<file path="src/rtl/s2a_capture_sched.sv">
`default_nettype none
// == s2a_capture_sched : arm/sync/trigger sequencer gating 16-sample blocks into S2A against ping-pong credits ==
// == rev 1.0 ==
module s2a_capture_sched #(
  parameter int CNT_W    = 24,
  parameter int SYNC_LEN = 2
) (
  input  logic             rst,
  input  logic             Sclk,
  input  logic             cfg_arm,
  input  logic             cfg_abort,
  input  logic             cfg_cont,
  input  logic [CNT_W-1:0] cfg_nblk,
  input  logic             cfg_trig_en,
  input  logic             trig,
  input  logic             in_valid,
  input  logic             blk_done,
  output logic             sync,
  output logic             Ien,
  output logic             busy,
  output logic             done,
  output logic             ovf,
  output logic [CNT_W-1:0] blk_cnt
);

  typedef enum logic [2:0] {
    ST_IDLE      = 3'd0,
    ST_SYNC      = 3'd1,
    ST_WAIT_TRIG = 3'd2,
    ST_RUN       = 3'd3,
    ST_DRAIN     = 3'd4
  } state_t;

  localparam int                c_SC_W        = (SYNC_LEN > 1) ? $clog2(SYNC_LEN) : 1;
  localparam logic [c_SC_W-1:0] c_SYNC_LAST   = c_SC_W'(SYNC_LEN - 1);
  localparam logic [1:0]        c_CREDIT_FULL = 2'd2;

  state_t            state_q, state_d;
  logic [c_SC_W-1:0] sync_cnt_q, sync_cnt_d;
  logic              sync_q, sync_d;
  logic              done_q, done_d;
  logic              ovf_q, ovf_d;
  logic              trig_dly_q;
  logic [CNT_W-1:0]  blk_cnt_q, blk_cnt_d;
  logic [CNT_W-1:0]  nblk_q, nblk_d;
  logic [3:0]        scnt_q, scnt_d;
  logic [1:0]        credit_q, credit_d;
  logic              cont_q, cont_d;
  logic              trig_en_q, trig_en_d;

  logic w_trig_edge, w_blk_start, w_ien, w_dec;

  always_ff @(posedge Sclk or posedge rst) begin
    if (rst) begin
      state_q    <= ST_IDLE;
      sync_cnt_q <= '0;
      sync_q     <= 1'b0;
      done_q     <= 1'b0;
      ovf_q      <= 1'b0;
      trig_dly_q <= 1'b0;
      blk_cnt_q  <= '0;
      nblk_q     <= '0;
      scnt_q     <= 4'd0;
      credit_q   <= c_CREDIT_FULL;
      cont_q     <= 1'b0;
      trig_en_q  <= 1'b0;
    end else begin
      state_q    <= state_d;
      sync_cnt_q <= sync_cnt_d;
      sync_q     <= sync_d;
      done_q     <= done_d;
      ovf_q      <= ovf_d;
      trig_dly_q <= trig;
      blk_cnt_q  <= blk_cnt_d;
      nblk_q     <= nblk_d;
      scnt_q     <= scnt_d;
      credit_q   <= credit_d;
      cont_q     <= cont_d;
      trig_en_q  <= trig_en_d;
    end
  end

  // A new block may only start when a buffer half is free; mid-block samples are always taken.
  assign w_trig_edge = trig & ~trig_dly_q;
  assign w_blk_start = (scnt_q == 4'd0);
  assign w_ien       = (state_q == ST_RUN) & in_valid & ~cfg_abort &
                       (~w_blk_start | (credit_q != 2'd0));
  assign w_dec       = w_ien & w_blk_start;

  always_comb begin
    state_d    = state_q;
    sync_cnt_d = sync_cnt_q;
    sync_d     = sync_q;
    done_d     = 1'b0;
    ovf_d      = ovf_q;
    blk_cnt_d  = blk_cnt_q;
    nblk_d     = nblk_q;
    scnt_d     = scnt_q;
    cont_d     = cont_q;
    trig_en_d  = trig_en_q;

    credit_d = credit_q;
    if (blk_done && !w_dec && (credit_q != c_CREDIT_FULL)) begin
      credit_d = credit_q + 2'd1;
    end else if (w_dec && !blk_done) begin
      credit_d = credit_q - 2'd1;
    end

    case (state_q)
      ST_IDLE: begin
        if (cfg_arm) begin
          state_d    = ST_SYNC;
          sync_d     = 1'b1;
          sync_cnt_d = '0;
          blk_cnt_d  = '0;
          ovf_d      = 1'b0;
          scnt_d     = 4'd0;
          credit_d   = c_CREDIT_FULL;
          cont_d     = cfg_cont;
          nblk_d     = cfg_nblk;
          trig_en_d  = cfg_trig_en;
        end
      end
      ST_SYNC: begin
        if (sync_cnt_q == c_SYNC_LAST) begin
          sync_d  = 1'b0;
          state_d = trig_en_q ? ST_WAIT_TRIG : ST_RUN;
        end else begin
          sync_cnt_d = sync_cnt_q + c_SC_W'(1);
        end
      end
      ST_WAIT_TRIG: begin
        if (w_trig_edge) state_d = ST_RUN;
      end
      ST_RUN: begin
        if (w_ien) begin
          scnt_d = scnt_q + 4'd1;
          if (scnt_q == 4'd15) begin
            blk_cnt_d = blk_cnt_q + CNT_W'(1);
            if (!cont_q && (nblk_q != '0) && ((blk_cnt_q + CNT_W'(1)) == nblk_q)) begin
              state_d = ST_DRAIN;
            end
          end
        end else if (in_valid && w_blk_start && (credit_q == 2'd0) && !cfg_abort) begin
          ovf_d = 1'b1;
        end
      end
      ST_DRAIN: begin
        if (credit_q == c_CREDIT_FULL) begin
          state_d = ST_IDLE;
          done_d  = 1'b1;
        end
      end
      default: state_d = ST_IDLE;
    endcase

    if ((state_q != ST_IDLE) && cfg_abort) begin
      state_d = ST_IDLE;
      sync_d  = 1'b0;
      done_d  = 1'b0;
    end
  end

  assign sync    = sync_q;
  assign Ien     = w_ien;
  assign busy    = (state_q != ST_IDLE);
  assign done    = done_q;
  assign ovf     = ovf_q;
  assign blk_cnt = blk_cnt_q;

endmodule
`default_nettype wire
</file>
<file path="config.mk">
export PLATFORM = sky130hd
export DESIGN_NAME = s2a_capture_sched
export DESIGN_NICKNAME = d
export VERILOG_FILES = /design/src/rtl/s2a_capture_sched.sv
export SDC_FILE = /design/constraint.sdc
export NUM_CORES = 1
export LEC_CHECK = 0
export CAP_MARGIN = 20
export CORE_ASPECT_RATIO = 1.1
export CORE_UTILIZATION = 50
export CTS_BUF_LIST = sky130_fd_sc_hd__clkbuf_8 sky130_fd_sc_hd__clkbuf_16
export DETAILED_ROUTE_END_ITERATION = 12
export PLACE_DENSITY = 0.82
export SLEW_MARGIN = 10
export SYNTH_ARGS = -nofsm -noshare
export SYNTH_HDL_FRONTEND = slang
export SYNTH_SLANG_ARGS = --single-unit
export TNS_END_PERCENT = 5
</file>
<file path="constraint.sdc">
create_clock -name Sclk -period 2.9 [get_ports Sclk]
set_input_delay 0.58 -clock Sclk [delete_from_list [all_inputs] [get_ports Sclk]]
set_output_delay 0.58 -clock Sclk [all_outputs]
set_load 0.03 [all_outputs]
</file>
Word-level counts from Yosys, hierarchy flattened
Cells that the tools add are included.

Bits in registers: 64. Input port bits: 33. Output and inout bits: 29. Word-level logic and storage cells: 109.

Add/sub/neg operators: 5. Eq/ne operators: 20. Muxes and demuxes: 34. Bitwise operators: 9. Reductions and logical operators: 29.

Operators with widths (count): 2-to-1 mux 24 bit (3); one-hot mux 24 bit (2 select lines) (1); adder 24 x 1 -> 24 bit, second input constant (1); equality test 24 bit (1); 2-to-1 mux 3 bit (8); nonzero test 24 bit (1); one-hot mux 3 bit (5 select lines) (1); != test 3 bit, second input constant (4); 2-to-1 mux 1 bit (11); logical AND 1 bit (9); 2-to-1 mux 2 bit (4); 2-to-1 mux 4 bit (2); != test 2 bit, second input constant (4); one-hot mux 4 bit (2 select lines) (1); AND reduction 4 bit (2); AND reduction 7 bit (1); equality test 3 x 2 -> 1 bit, second input constant (2); != test 3 x 1 -> 1 bit, second input constant (2); one-hot mux 1 bit (2 select lines) (3); AND reduction 3 bit (2); nonzero test 2 bit (3); nonzero test 3 bit (2); AND 1 bit (5); adder 4 x 1 -> 4 bit, second input constant (1); other kinds (16) (23).

Depth between registers and ports, before layout
Depth in word-level cells: 11. Depth in mapped cells: 10. Mapped depth without buffers: 9.

Least setup slack after synthesis
Ideal clock, no wire load.

Kind: register to register. Start: register blk_cnt_q[0] (netlist: blk_cnt[0]). End: register state_q[0]. Library setup time: 120 ps. Arrival time: 2664 ps. Data required time: 2780 ps. Path slack: 116 ps. Cell stages (with the launch flop): 9. Path buffers: 0. Period minus slack after synthesis: 2784 ps. Cell sequence: dfrtp_1 ha_1 nand3_4 nor4_4 nor2_2 or4b_4 a311oi_4 nand3_2 a31o_1.

Cells in the longest elaborated chain, start to end: 5.

Ends and longest elaborated chain: from (decl) (line 44) `logic [CNT_W-1:0] blk_cnt_q, blk_cnt_d;`; from (signal assigned) (line 74) `blk_cnt_q <= blk_cnt_d;`; adder 24 x 1 -> 24 bit (line 140) `if (!cont_q && (nblk_q != '0) && ((blk_cnt_q + CNT_W'(1)) == nblk_q)) begin`; equality test 24 bit (line 140); logical AND 1 bit (line 140); != test 3 x 1 -> 1 bit (no line); AND reduction 7 bit (no line); to (signal assigned) (line 68) `state_q <= state_d;`; to (decl) (line 38) `state_t state_q, state_d;`.

No other way between the ends. A chain may end at the register's enable or synchronous reset.

Worst setup path in the final report
Start: register blk_cnt_q[1] (netlist: blk_cnt[1]). End: register state_q[0].

The elaborated chain is that of the path after synthesis.

==> flow_summary.yaml <==
yosys:
  synth_edf_count: 0
  synth_top_area_cell: "dfrtp_1"
  synth_cell_types: 62
  synth.area.top_cells: "dfrtp_1 (38%), nand2_1 (9.8%), o21ai_0 (4.5%), xnor2_1 (4.2%), clkbuf_8 (3.3%)"
  mappedNetlistNets: 516
  ys_ff_latch: 64
  syn_area_per_cell_um2: 8.656
  synth_warnings: 0
  synth_async_sr_flop_share_pct: 100.0
  syn_area_um2: 4138
  yosysTopAreaCellShare_pct: 38.10
  synth_ff_type: "dfrtp_1"
  synth_cells: 478
  yosysSeqAreaShare_pct: 38.74
power:
  intPower_mw: 2.133
  combinationalPowerShare_pct: 36.5
  power_mw: 3.459
  power_density_nw_per_um2: 695.7
  p_seq_share_pct: 40.6
  p_leak_nw: 2.110
  clkPwrFrac_pct: 22.9
  peakVddDrop_mv: 0.3627
  switching_share_pct: 38.35
  p_switching_mw: 1.327
global_routing:
  grt_pass1_wl_mm: 17.40
  grtUsageTotal_pct: 26.07
  antenna_found_initial: 0
  grt_overflow: 0
  grt_max_degree: 54
  grt_pass1_vias: 3656
min_path:
  hold_path.class: "primary input to async pin"
route:
  post_drt_wl_per_cell_um: 16.38
  drtPass1Iterations: 5
  drc: 0
  drtAntennaViolNets: 0
  drtIter0Drc: 264
  via_count: 3860
  via_per_inst: 6.003
  totalWireLength_mm: 10.53
timing:
  layout_setup_ws_ns: 0.1789
  final.period_utilization_pct: 93.83
  max_clock_freq_mhz: 367.5
  fin_hold_ws_ns: 0.4841
  relSlewSlack_pct: 56.48
  min_period_ns: 2.721
  finalClockSkew_ns: 0.01220
  rsz0062_at_grt: "false"
  setup_viol: 0
  tightest_slew_ns: 0.6440
  slew_violations: 0
  hold_violations: 0
  setup_tns_ns: 0
final_layout:
  layout-drive-gt1-share_pct: 10.28
  fin_util_pct: 62.50
  nFillCells: 694
  final_common_cell: "nand2_1"
  area_delta_synth_final_pct: 20.17
  fin_cells: 643
  fin_area_um2: 4972
  final_cell_mix: "nand2_1 (108), dfrtp_1 (63), clkdlybuf4s50_1 (60)"
  final_nets: 568
  antenna_cells: 0
placed_design:
  dp_hpwl_mm: 7.442
  placed_area_um2: 4771
  dp.cells: 627
  dp_slack_ns: 0.1642
  place_congestion: 0.9046
  port_buffers: 61
worst_setup_path:
  cp.required_ns: 3.15
  critPathArrivalTime_ns: 2.97
  r2r-end: "state_q[0]"
  path_class: "flip-flop to flip-flop"
  crit_path_end_kind: "flip-flop"
  crit_fanout: 7
  r2r_slack_ns: 0.18
  reg2regPathDepth: 8
  start_kind: "flip-flop"
  reg2reg_from: "blk_cnt[1]"
floorplanning:
  die_w_um: 88.74
  fp.coreArea_um2: 7955
  die_h_um: 97.41
  ios: 62
  rows: 34
  die_area_um2: 8644
  start_util_pct: 52.01
clocking:
  cts_buffers: 9
  cts.sinks: 64
  htree_num_levels: 3
  clk_pin_slew_ns: 0.08
  ctsLongestPathBuffers: 2
  cts_tree: "done"
  cts_root_buf: "clkbuf_8"
  cts_hold_buf: 0
  clock_latency_ns: 0.35
job:
  maxCapViolations: 0
outcome:
  outcome: "completed"
==> worst max-delay path by stage <==
| stage | slack, ns | from | cells past startpoint | endpoint |
|---|---|---|---|---|
| floorplan | 0.12 | blk_cnt[0] | 8 | state_q[0] |
| global placement | 0.30 | blk_cnt[1] | 8 | state_q[0] |
| detailed placement | 0.16 | blk_cnt[1] | 8 | state_q[0] |
| CTS | 0.14 | blk_cnt[1] | 8 | state_q[0] |
| global route | 0.04 | blk_cnt[1] | 8 | state_q[0] |
| finish | 0.18 | blk_cnt[1] | 8 | state_q[0] |
==> flip-flops by register name, indices dropped and copies added (netlist names) <==
name,flops
nblk_q,24
scnt_q,4
sync,1
done,1
trig_en_q,1
credit_q,2
sync_cnt_q,1
ovf,1
trig_dly_q,1
cont_q,1
state_q,3
blk_cnt,24
==> cell type report <==
class / instances / area (um^2) / area share, %
Clock buffer: 11 / 151.4 / 3.045
Clock inverter: 5 / 47.55 / 0.9562
Inverter: 10 / 37.54 / 0.7549
Multi-Input combinational cell: 372 / 2262 / 45.50
Sequential cell: 64 / 1603 / 32.23
Tap cell: 108 / 135.1 / 2.718
Timing Repair Buffer: 73 / 735.7 / 14.80
==> cells by family after synthesis <==
group           after synthesis  synth area share (%)
buf+inv                      42                 6.652
xor+xnor                     30                 6.350
mux                           5                 1.270
compound gates               92                 14.52
flops                        64                 38.74
simple gates                240                 30.96
fa+ha+maj                     5                 1.512
==> worst max-delay path, stage by stage (launching register included) <==
cell	delay, ns
dfrtp_1	0.46
ha_2	0.31
nand3_4	0.13
nor4_4	0.42
nor2_2	0.07
or4b_4	0.53
a311oi_4	0.35
nand3_2	0.13
a31o_1	0.23
==> Yosys cell counts (3+ instances only) <==
library cell / number
o21ai_0: 37
nor2b_1: 4
o41ai_1: 5
nand3_1: 16
buf_4: 3
nor3_1: 8
o211ai_1: 4
a31oi_1: 5
mux2i_1: 3
inv_1: 10
o22a_2: 3
and3_1: 6
nor4_1: 8
o31ai_1: 7
ha_1: 5
xor2_1: 10
clkbuf_8: 10
a21oi_1: 14
dfrtp_1: 63
nand4_1: 16
clkbuf_1: 18
or3_1: 3
and2_1: 7
nor4_4: 3
nor3b_1: 3
xnor2_1: 20
nor2_1: 32
nand2_1: 108
==> routing by layer <==
metal	routed length, um	track usage (%)	vias up
li1	-	-	1794
met1	4414	34.22	1860
met2	5167	40.71	176
met3	680	5.947	30
met4	267	11.41	0
met5	0	0	-
==> power groups by stage <==
stage	clock network [mW]	registers (mW)	logic, mW
6_report	0.792	1.40	1.26
5_1_grt	0.839	1.44	1.40
4_1_cts	0.794	1.40	1.26
3_5_place_dp	0	1.41	1.25
3_3_place_gp	0	1.40	1.20
2_1_floorplan	0	1.33	0.962
==> timing repair <==
action | in CTS | in global routing
setup buffers | 0 | 0
resized for setup | 0 | 1
endpoints found under the setup margin | 0 | 1
No activity file was read; power rests on OpenSTA's default activity.
